$ cat src/rtl/node_position_streamer.sv
// node_position_streamer
//
// Takes a snapshot of every node's x/y position from the simulation core's
// flattened buses when a frame tick arrives. It then streams that snapshot
// to the render path one node per valid/ready handshake.
//
// One extra frame tick can wait as a pending request while a frame is
// streaming. Any further ticks are dropped and counted in overrun_count.
//
// Ports:
//   clk                  system clock, all state updates on rising edge
//   reset                asynchronous, active-low reset
//   frame_tick           single-cycle request to snapshot and stream a frame
//   all_nodes_x_position node i x field at bits [(width-1)*i +: width-1]
//   all_nodes_y_position node i y field, same packing
//   out_valid            out_* fields hold a valid node
//   out_ready            consumer accepts on out_valid && out_ready
//   out_x / out_y        snapshot fields of node out_index, zero-extended
//   out_index            node number 0..node_contains-1
//   out_last             high with out_valid on the final node of a frame
//   busy                 high while streaming
//   frame_done           one-cycle pulse after the final node is accepted
//   overrun_count        saturating count of dropped frame ticks
module node_position_streamer #(
    parameter int node_contains = 5,
    parameter int width         = 32,
    parameter int idx_w         = 3
) (
    input  logic                                  clk,
    input  logic                                  reset,
    input  logic                                  frame_tick,
    input  logic [(width-1)*node_contains-1:0]    all_nodes_x_position,
    input  logic [(width-1)*node_contains-1:0]    all_nodes_y_position,
    output logic                                  out_valid,
    input  logic                                  out_ready,
    output logic [width-1:0]                      out_x,
    output logic [width-1:0]                      out_y,
    output logic [idx_w-1:0]                      out_index,
    output logic                                  out_last,
    output logic                                  busy,
    output logic                                  frame_done,
    output logic [7:0]                            overrun_count
);

    localparam int               fw       = width - 1;
    localparam logic [idx_w-1:0] last_idx = idx_w'(node_contains - 1);

    typedef enum logic {
        IDLE,
        SEND
    } state_t;

    state_t           state, state_next;
    logic [idx_w-1:0] index, index_next;
    logic             pending, pending_next;
    logic             frame_done_next;
    logic [7:0]       overrun_next;
    logic             capture;
    logic             handshake;
    logic             at_last;

    logic [fw-1:0]    shadow_x [node_contains];
    logic [fw-1:0]    shadow_y [node_contains];

    assign handshake = (state == SEND) && out_ready;
    assign at_last   = (index == last_idx);

    // State register. A reset abandons any frame in progress. No frame_done
    // is produced because the frame_done register is also cleared.
    always_ff @(posedge clk or negedge reset) begin
        if (!reset) begin
            state <= IDLE;
        end else begin
            state <= state_next;
        end
    end

    // Next-state and control decode.
    // The final handshake of a frame has priority over ordinary tick
    // handling. At that edge, a held request or a tick arriving on the same
    // edge restarts the frame with no bubble on out_valid. If both a held
    // request and a new tick are present, the held one is used and the new
    // tick becomes the held request, so no overrun is counted.
    always_comb begin
        state_next      = state;
        index_next      = index;
        pending_next    = pending;
        overrun_next    = overrun_count;
        frame_done_next = 1'b0;
        capture         = 1'b0;
        case (state)
            IDLE: begin
                if (frame_tick) begin
                    capture    = 1'b1;
                    index_next = '0;
                    state_next = SEND;
                end
            end
            SEND: begin
                if (handshake && at_last) begin
                    frame_done_next = 1'b1;
                    index_next      = '0;
                    if (pending || frame_tick) begin
                        capture      = 1'b1;
                        pending_next = pending && frame_tick;
                    end else begin
                        state_next = IDLE;
                    end
                end else begin
                    if (handshake) begin
                        index_next = index + 1'b1;
                    end
                    if (frame_tick) begin
                        if (!pending) begin
                            pending_next = 1'b1;
                        end else if (overrun_count != 8'hFF) begin
                            overrun_next = overrun_count + 8'd1;
                        end
                    end
                end
            end
            default: begin
                state_next = IDLE;
            end
        endcase
    end

    // Datapath registers: index, pending flag, overrun counter, the
    // frame_done pulse, and the shadow snapshot. The shadow registers load
    // only on capture edges. The streamed values therefore stay fixed for
    // the whole frame, even if the core keeps updating the buses.
    always_ff @(posedge clk or negedge reset) begin
        if (!reset) begin
            index         <= '0;
            pending       <= 1'b0;
            overrun_count <= '0;
            frame_done    <= 1'b0;
            for (int i = 0; i < node_contains; i++) begin
                shadow_x[i] <= '0;
                shadow_y[i] <= '0;
            end
        end else begin
            index         <= index_next;
            pending       <= pending_next;
            overrun_count <= overrun_next;
            frame_done    <= frame_done_next;
            if (capture) begin
                for (int i = 0; i < node_contains; i++) begin
                    shadow_x[i] <= all_nodes_x_position[fw*i +: fw];
                    shadow_y[i] <= all_nodes_y_position[fw*i +: fw];
                end
            end
        end
    end

    assign out_valid = (state == SEND);
    assign busy      = (state == SEND);
    assign out_last  = (state == SEND) && at_last;
    assign out_index = index;
    assign out_x     = {1'b0, shadow_x[index]};
    assign out_y     = {1'b0, shadow_y[index]};

endmodule
$ cat config.mk
export PLATFORM = sky130hd
export DESIGN_NAME = node_position_streamer
export DESIGN_NICKNAME = d
export VERILOG_FILES = /design/src/rtl/node_position_streamer.sv
export SDC_FILE = /design/constraint.sdc
export NUM_CORES = 1
export LEC_CHECK = 0
export CORE_UTILIZATION = 49
export CTS_CLUSTER_SIZE = 14
export DETAILED_ROUTE_END_ITERATION = 10
export PLACE_DENSITY = 0.77
export RECOVER_POWER = 50
export SYNTH_ARGS = -nofsm -noshare
export SYNTH_HDL_FRONTEND = slang
export SYNTH_SLANG_ARGS = --single-unit
$ cat constraint.sdc
create_clock -name clk -period 3 [get_ports clk]
set_input_delay 0.3 -clock clk [delete_from_list [all_inputs] [get_ports clk]]
set_output_delay 0.3 -clock clk [all_outputs]
set_load 0.02 [all_outputs]
# Word-level counts from Yosys, hierarchy flattened

Cells that the tools add are included.
W data, S select, Z words.

Reduce and logical (&&, ||, !) cells: 9
Bitwise gates (word level): 3
Add/subtract/negate cells: 2
Muxes and demuxes: 21
Order comparisons: 1
Equal/unequal tests: 5

Operators with widths:

| kind                  | number |
|---|---|
| $bmux W31 S3          | 2 |
| $mux W31              | 4 |
| $mux W1               | 9 |
| $mux W3               | 3 |
| $add A8 B1 Y8 const B | 1 |
| $ne A8 B8 Y1 const B  | 1 |
| $pmux W3 S2           | 1 |
| $reduce_and A5 Y1     | 1 |
| $ge A4 B4 Y1 const B  | 1 |
| $logic_and A1 B1 Y1   | 4 |
| $not A3 Y4            | 1 |
| $pmux W1 S2           | 2 |
| $add A3 B1 Y3 const B | 1 |
| $eq A3 B3 Y1 const B  | 1 |
| $ne A3 B1 Y1 const B  | 1 |
| $reduce_and A3 Y1     | 1 |
| $ne A2 B1 Y1 const B  | 1 |
| $ne A2 B2 Y1 const B  | 1 |
| $not A1 Y1            | 2 |
| $reduce_and A2 Y1     | 1 |
| $reduce_bool A2 Y1    | 1 |
| $logic_or A1 B1 Y1    | 1 |

Input bits: 314
Logic and storage cells: 56
Flip-flop bits (word level): 324
Output and inout port bits: 79

# Logic depth before layout (Yosys ltp)

Gate-level depths: netlist of run 1.

Word-level depth: 4
Depth in mapped cells: 9
Depth with buffers taken out: 6

# Worst setup path after synthesis of run 1

No wires, ideal clock.

Path type: reg-to-reg
Start: register index[1] (netlist: out_index[1])
End: register overrun_count[7]
Path buffers: 2
Setup time: 125 ps
Arrival time: 2,282 ps
Slack: 593 ps
Data required time: 2,875 ps
Clock period less this slack: 2,407 ps
Stages on the path, launching flop included: 9
Cell sequence: dfrtp_1 > clkbuf_1 > clkbuf_1 > inv_1 > ha_1 > nand3_2 > nand4_1 > nor3_1 > mux2_2

Word-level cells in the longest chain between the ends: 4

RTL lines:

| element                     | RTL line | source |
|---|---|---|
| start, declared             | 54       | `logic [idx_w-1:0] index, index_next;` |
| start signal, assigned      | 143      | `index <= index_next;` |
| $eq A3 B3 Y1                | 66       | `assign at_last = (index == last_idx);` |
| $logic_and A1 B1 Y1         | 100      | `if (handshake && at_last) begin` |
| $not A1 Y1 (no line)        | n/a      |  |
| $reduce_and A5 Y1 (no line) | n/a      |  |
| end signal, assigned        | 145      | `overrun_count <= overrun_next;` |
| end, declared               | 42       | `output logic [7:0] overrun_count` |

No other way between the ends.
A chain may end at the register's enable or synchronous reset.

# Worst setup path in the final report of run 1

Start: register index[1] (netlist: out_index[1])
End: output port out_y[29]

Word-level cells in the longest chain between the ends: 4

RTL lines:

| element                                      | RTL line | source |
|---|---|---|
| $not A3 Y4 (not written as such)             | 161      | `assign out_y = {1'b0, shadow_y[index]};` |
| $bmux W31 S3                                 | 161      |  |
| $mux W31 (not written as such) (2 in series) | 161      |  |
| end, declared                                | 37       | `output logic [width-1:0] out_y,` |

No other way between the ends. The select of a mux whose other input is x is not followed.

==> results of run 1 <==
==> kinds of logic after synthesis <==
group                    count (synthesis)  share of synthesized area (%)
XOR/XNOR                                 5                         0.2913
adder cells (fa/ha/maj)                  3                         0.2497
buffers and inverters                   83                          5.959
other                                    1                        0.02494
flip-flops                             324                          53.93
multiplexers                           436                          31.71
AND/OR/NAND/NOR                         93                          2.613
AO/OA/AOI/OAI                          135                          5.219
==> registers in the layout, summed over array words and instances (netlist names) <==
name,count
busy,1
overrun_count,8
frame_done,1
out_index,3
pending,1
shadow_x,155
shadow_y,155
==> cell usage after synthesis (4+ instances only) <==
master    instances
a21oi_1          65
buf_12           33
buf_2            20
buf_4             6
clkbuf_1         18
dfrtp_1         324
mux2_1          300
mux2_2           12
mux2i_1         123
nand2_1           8
nand3_1           4
nor2_1           66
nor3_1            4
o22ai_1          61
xor2_1            5
==> repair_timing <==
action | 4_1_cts | 5_1_grt
gates resized for setup | 2 | 4
setup buffers | 3 | 0
gates cloned | 0 | 1
pin swaps | 1 | 0
hold buffers | 1 | 0
endpoints found under the setup margin | 14 | 27
endpoints found under the hold margin | 71 | 0
==> cell usage in the layout (no fill, tap or decap), types with 3 or more instances in the layout <==
cell               n
ha_1               3
bufinv_16          3
nand2_1            8
nor2_1            65
mux2_2            12
buf_12            12
clkbuf_16         38
clkbuf_8          12
buf_4             12
inv_1              3
dlygate4sd3_1     10
dfrtp_1          321
a21oi_1           66
clkbuf_1           7
nand3_1            5
clkbuf_2           4
o22ai_1           61
clkdlybuf4s50_1  380
xor2_1             5
mux2_1           300
buf_6              7
nor3_1             4
mux2i_1          123
==> final cells by class <==
cell class | count | area, um2
Timing Repair Buffer | 427 | 4385
Fill cell | 2196 | 9613
Tap cell | 390 | 488.0
Clock buffer | 56 | 1117
Multi-Input combinational cell | 674 | 6027
Inverter | 3 | 11.26
Antenna cell | 2 | 5.005
Clock inverter | 6 | 111.4
Sequential cell | 324 | 8117
==> worst min path at each step <==
| stage | endpoint | startpoint |
|---|---|---|
| final | shadow_x[6] | all_nodes_x_position[130] |
| after global routing | shadow_x[100] | all_nodes_x_position[38] |
| after CTS | shadow_x[5] | all_nodes_x_position[129] |
| after detailed placement | shadow_x[47] | reset |
| after global placement | shadow_x[56] | reset |
| after floorplan | busy | reset |
==> worst max-delay path, stage by stage, from the launching register on <==
cell and delay (ns):
dfrtp_2 0.55, buf_4 0.38, mux4_2 0.26, inv_1 0.05, o32ai_1 0.19, clkdlybuf4s50_1 0.68
==> metrics by stage <==
stage | instances | power [W]
global route | 1882 | 0.02273
CTS | 1879 | 0.02159
global placement | 1813 | 0.01662
floorplan | 1081 | 0.01329
finish | 1882 | 0.02149
detailed placement | 1813 | 0.01693
==> where the power goes <==
part           internal [W]  switching (W)  leakage (nW)
clock network       0.00281        0.00171         0.607
registers           0.00654        0.00122          3.92
logic               0.00463        0.00458          4.13
total                0.0140        0.00751          8.66
==> metal layers <==
layer | wire length (um) | track usage, %
met1 | 16230 | 32.08
met2 | 19310 | 41.96
met3 | 3324 | 6.744
met4 | 1585 | 10.13
met5 | 13 | 0
==> Implementation_results.wiki, run 1 <==
{| class="wikitable"
! Metric !! Value
|-
| Site Rows || 63
|-
| Cell depth of the worst flop-to-flop path || 7
|-
| Reg-to-reg startpoint || out_index[0]
|-
| Clk Latency, worst-skew pair || around 0.50 ns
|-
| Clock tree from TritonCTS || yes
|-
| Number of flops mapped to enable cells by yosys || 0
|-
| Area share of the largest cell type after synthesis || a little over half
|-
| Worst rel slew slack || -38.13%
|-
| CP arrival || 2.60 ns
|-
| Worst-path maximum fanout || 21
|-
| Post-Place Cell Area || 18980 um2
|-
| Wire length of the first global-routing pass || 61760 um
|-
| Finished Core Util || between 60% and 70%
|-
| PortBufs || 390
|-
| Unrepaired setup endpoints after global routing || no
|-
| Worst setup path startpoint || out_index[1]
|-
| Hold Path Cell Cnt || 2
|-
| Routed length per placed instance || 21.50 um
|-
| Fin Hold WS || 0.3906 ns
|-
| Routability-driven placement congestion ratio || 0.9104
|-
| Final worst clock skew || 0.007348 ns
|-
| Period minus WS final || 2.897 ns
|-
| Share of post-route cells with drive strength above 1 || about 7.5%
|-
| Share of the cycle needed by the critical path after routing || 96.56%
|-
| Number of max-capacitance violations reported || 1
|-
| GRT Util Overall || about a quarter
|-
| TritonCTS sink count || 324
|-
| Average cell area after synthesis || 13.92 um2
|-
| Leading register cell type out of synthesis || dfrtp_1
|-
| Estimated wirelength of the detail-placed design || 28270 um
|-
| Overflow left after global routing || 0
|-
| Max H-tree Level || 2
|-
| Total standard cell area after synthesis || 15030 um2
|-
| Net count, final || ~1800
|-
| Boundary pin count || around 390
|-
| Critical setup path kind || reg -> out
|-
| Pin count of the biggest net entering global routing || 79
|-
| Termination of the worst setup path || out_y[29]
|-
| Share of synthesized flip-flops with an asynchronous set or reset || 100.0%
|-
| Vias in the first global route || between 10000 and 15000
|-
| Post-route worst setup slack || 0.1033 ns
|-
| Top area cells in the synthesized netlist || dfrtp_1 54%, mux2_1 22%, mux2i_1 8.2%
|-
| Final hold viol count || 0
|-
| TritonCTS Buffers || 35
|-
| Minimum setup slack among reg-to-reg paths || roughly 0.25 ns
|-
| Antenna violations before repair || 3
|-
| Number of violations reported at the end of detailed-routing iteration 0 || between 600 and 700
|-
| Signed area change from the synthesized netlist to the final layout || 34.78%
|-
| Yosys warnings || 0
|-
| Violations in the final reports || capacitance limit, slew limit
|-
| Kind of start point of the critical path || flip-flop
|-
| Number of routed nets with antenna violations || 0
|-
| Mean number of vias per cell || around 5.5
|-
| Via count || 10290
|-
| Effective utilization at floorplan || around 50%
|-
| Post-Place Setup Slack || 0.4749 ns
|-
| Final Max Tran Viols || 77
|-
| Worst-case vdd ir drop || 732.8 uV
|-
| Floorplan die height || approximately 180 um
|-
| Total Routed Length || 40460 um
|-
| Clock transition time at the flip-flop clock pins of the worst setup and hold paths || 0.07 ns
|-
| Yosys top cell by area || dfrtp_1
|-
| Proportion of synthesized chip area in sequential cells || 53.93%
|-
| Full die area || 31380 um2
|-
| #FFs+latches synth || 324
|-
| Worst hold path class || in -> reg
|-
| Post-synth cell types || 35
|-
| DR DRC count || 0
|-
| Final setup fails || 0
|-
| Area of the core region || 29870 um2
|-
| Result of the run || complete, but fails checks
|-
| Maximum buffer depth of the clock tree || 3
|-
| DRT Pass-1 Iters || 4
|-
| Worst flop-to-flop path endpoint || shadow_x[73]
|-
| Cell leakage power || 8.655 nW
|-
| Mapped Cells || ~1100
|-
| Actual transition at the worst max-transition pin || 2.072 ns
|-
| Data required time of the critical path || about 2.7 ns
|-
| Max Fclk || 345.2 MHz
|-
| Die Width || 177.2 um
|-
| Post-route setup TNS || 0 ns
|-
| Element type at the critical path end || output port
|-
| Power density cells || 1060 nW/um2
|-
| Buffer cell driving the clock tree root || clkbuf_16
|-
| Finished Cell Area || 20260 um2
|}
Power figures use the tool's default switching activity.
==> run 2: changes to the inputs <==
Settings changed: CORE_MARGIN set to 5, PLACE_DENSITY 0.77 to 0.85.
==> Implementation_results.wiki, run 2 (same netlist as run 1, synthesis figures left out) <==
{| class="wikitable"
! Metric !! Value
|-
| Estimated wirelength of the detail-placed design || 29250 um
|-
| Effective utilization at floorplan || 49.40%
|-
| DRT Pass-1 Iters || 4
|-
| Pin count of the biggest net entering global routing || 88
|-
| Worst setup path startpoint || out_index[2]
|-
| Worst-case vdd ir drop || between 700 and 800 uV
|-
| Number of cells in the design after placement || 1821
|-
| Floorplan die height || 185.2 um
|-
| Violations in the final reports || capacitance limit, slew limit
|-
| Final setup fails || 0
|-
| Max H-tree Level || 2
|-
| Fin Hold WS || roughly 0.39 ns
|-
| Global routing met1 resource utilization || slightly below 30%
|-
| PortBufs || just under 400
|-
| TritonCTS sink count || 324
|-
| Finished Core Util || 66.16%
|-
| Clk Latency, worst-skew pair || 0.50 ns
|-
| Clock tree from TritonCTS || yes
|-
| Antenna violations before repair || 3
|-
| Highest-count cells in the layout ignoring fill and taps || 378 x clkdlybuf4s50_1, 321 x dfrtp_1, 300 x mux2_1
|-
| Top flop regs || shadow_x x155, shadow_y x155, overrun_count x8
|-
| Buffer cell driving the clock tree root || clkbuf_16
|-
| Critical setup path kind || reg -> out
|-
| TritonCTS Buffers || 36
|-
| Mean number of vias per cell || ~5.5
|-
| Area of the core region || 30430 um2
|-
| Worst rel slew slack || -50.58%
|-
| Wire length of the first global-routing pass || between 60000 and 70000 um
|-
| Number of routed nets with antenna violations || 0
|-
| Worst hold path class || in -> reg
|-
| Worst-path maximum fanout || 23
|-
| Period minus WS final || 2.884 ns
|-
| Final Max Tran Viols || 86
|-
| Met3 usage in global routing || 6.756%
|-
| Result of the run || complete, but fails checks
|-
| Worst Min Path Start || all_nodes_y_position[64]
|-
| Number of max-capacitance violations reported || 1
|-
| Number of violations reported at the end of detailed-routing iteration 0 || 441
|-
| CP arrival || between 2 and 3 ns
|-
| Max Fclk || roughly 350 MHz
|-
| Signed area change from the synthesized netlist to the final layout || 33.91%
|-
| Kind of start point of the critical path || flip-flop
|-
| Share of post-route cells with drive strength above 1 || 7.306%
|-
| Layer with the highest usage after global routing || met2
|-
| Via count || 10370
|-
| Most common cell after layout, fill and taps aside || clkdlybuf4s50_1
|-
| GRT Util Overall || between 20% and 30%
|-
| Boundary pin count || between 300 and 400
|-
| Share of the cycle needed by the critical path after routing || 96.15%
|-
| Data required time of the critical path || 2.70 ns
|-
| Overflow left after global routing || 0
|-
| Post-route setup TNS || 0 ns
|-
| Clock transition time at the flip-flop clock pins of the worst setup and hold paths || 0.06 ns
|-
| Site Rows || 64
|-
| Total Routed Length || 41200 um
|-
| Routability-driven placement congestion ratio || between 0.8 and 0.9
|-
| Element type at the critical path end || output port
|-
| Unrepaired setup endpoints after global routing || no
|-
| Power density cells || 1050 nW/um2
|-
| Routed length per placed instance || 21.77 um
|-
| Non-filler cells, final || 1892
|-
| Reg-to-reg startpoint || out_index[2]
|-
| Actual transition at the worst max-transition pin || about 2.3 ns
|-
| Maximum buffer depth of the clock tree || 3
|-
| Die Width || 185.2 um
|-
| DR DRC count || 0
|-
| Global-route met2 utilization || 39.54%
|-
| Cell leakage power || between 8 and 9 nW
|-
| Final worst clock skew || 0.009092 ns
|-
| Net count, final || ~1800
|-
| Final hold viol count || 0
|-
| Vias in the first global route || 11540
|-
| Full die area || 34280 um2
|}
run 2: cell types whose count changed in the layout (fill, tap and decap cells not counted), sizes merged:
| cell | delta |
|---|---|
| clkbuf | -6 |
| diode | +2 |
| bufinv | -2 |
| clkinv | +6 |
| buf | +4 |
| inv | -1 |
| clkdlybuf4s50 | -2 |
| dlymetal6s2s | +2 |
| clkinvlp | +1 |
run 2: power breakdown:
| group | internal, W | total (W) | switching, W |
|---|---|---|---|
| Combinational | 0.00464 | 0.00925 | 0.00462 |
| Sequential | 0.00654 | 0.00775 | 0.00121 |
| Clock | 0.00242 | 0.00413 | 0.00171 |
| Total | 0.0136 | 0.0211 | 0.00753 |
run 2: final timing paths:
check / depth (start not counted) / to / slack, ns
max in group asynchronous: 3 / shadow_y[1] / 0.48
max reg2reg: 7 / shadow_x[52] / 0.42
max: 5 / out_y[18] / 0.12
min reg2reg: 1 / shadow_x[74] / 0.48
min: 2 / shadow_y[64] / 0.39
min in group asynchronous: 2 / shadow_y[76] / 0.94
run 2: final cells by class:
| type | instances | area [um2] |
|---|---|---|
| antenna | 4 | 10.01 |
| timing repair buffer | 431 | 4380 |
| clock inverter | 10 | 85.08 |
| tap | 396 | 495.5 |
| sequential | 324 | 8117 |
| clock buffer | 50 | 1005 |
| fill | 2194 | 10300 |
| inverter | 3 | 11.26 |
| multi-input combinational | 674 | 6027 |
run 2: through the flow:
stage          instance area (um2)  power (W)  setup WS [ns]
6_report                     20130    0.02113         0.1156
4_1_cts                      20160    0.02136       0.003100
3_5_place_dp                 18990    0.01700         0.2556
3_3_place_gp                 18990    0.01662         0.2684
2_1_floorplan                15040    0.01329         0.5933
5_1_grt                      20130    0.02240       0.009581
run 2: critical path: stages, from the launching register on:
cell and delay [ns]:
dfrtp_4 0.54, nor2_4 0.13, buf_4 0.34, a21oi_1 0.12
o22ai_1 0.26, clkdlybuf4s50_1 0.68
run 2: routing by layer:
metal / part of all wire, % / vias to the layer above
met5: 0.032 / -
met3: 8.6 / 70
met2: 50 / 400
li1: - / 4673
met1: 39 / 5226
met4: 2.9 / 2
run 2: what timing repair did:
action / in CTS / in global routing
setup buffers: 6 / 0
endpoints found under the hold margin: 80 / 0
hold buffers: 1 / 0
setup endpoints to repair: 59 / 4
resized for setup: 1 / 3
pin swaps: 0 / 0
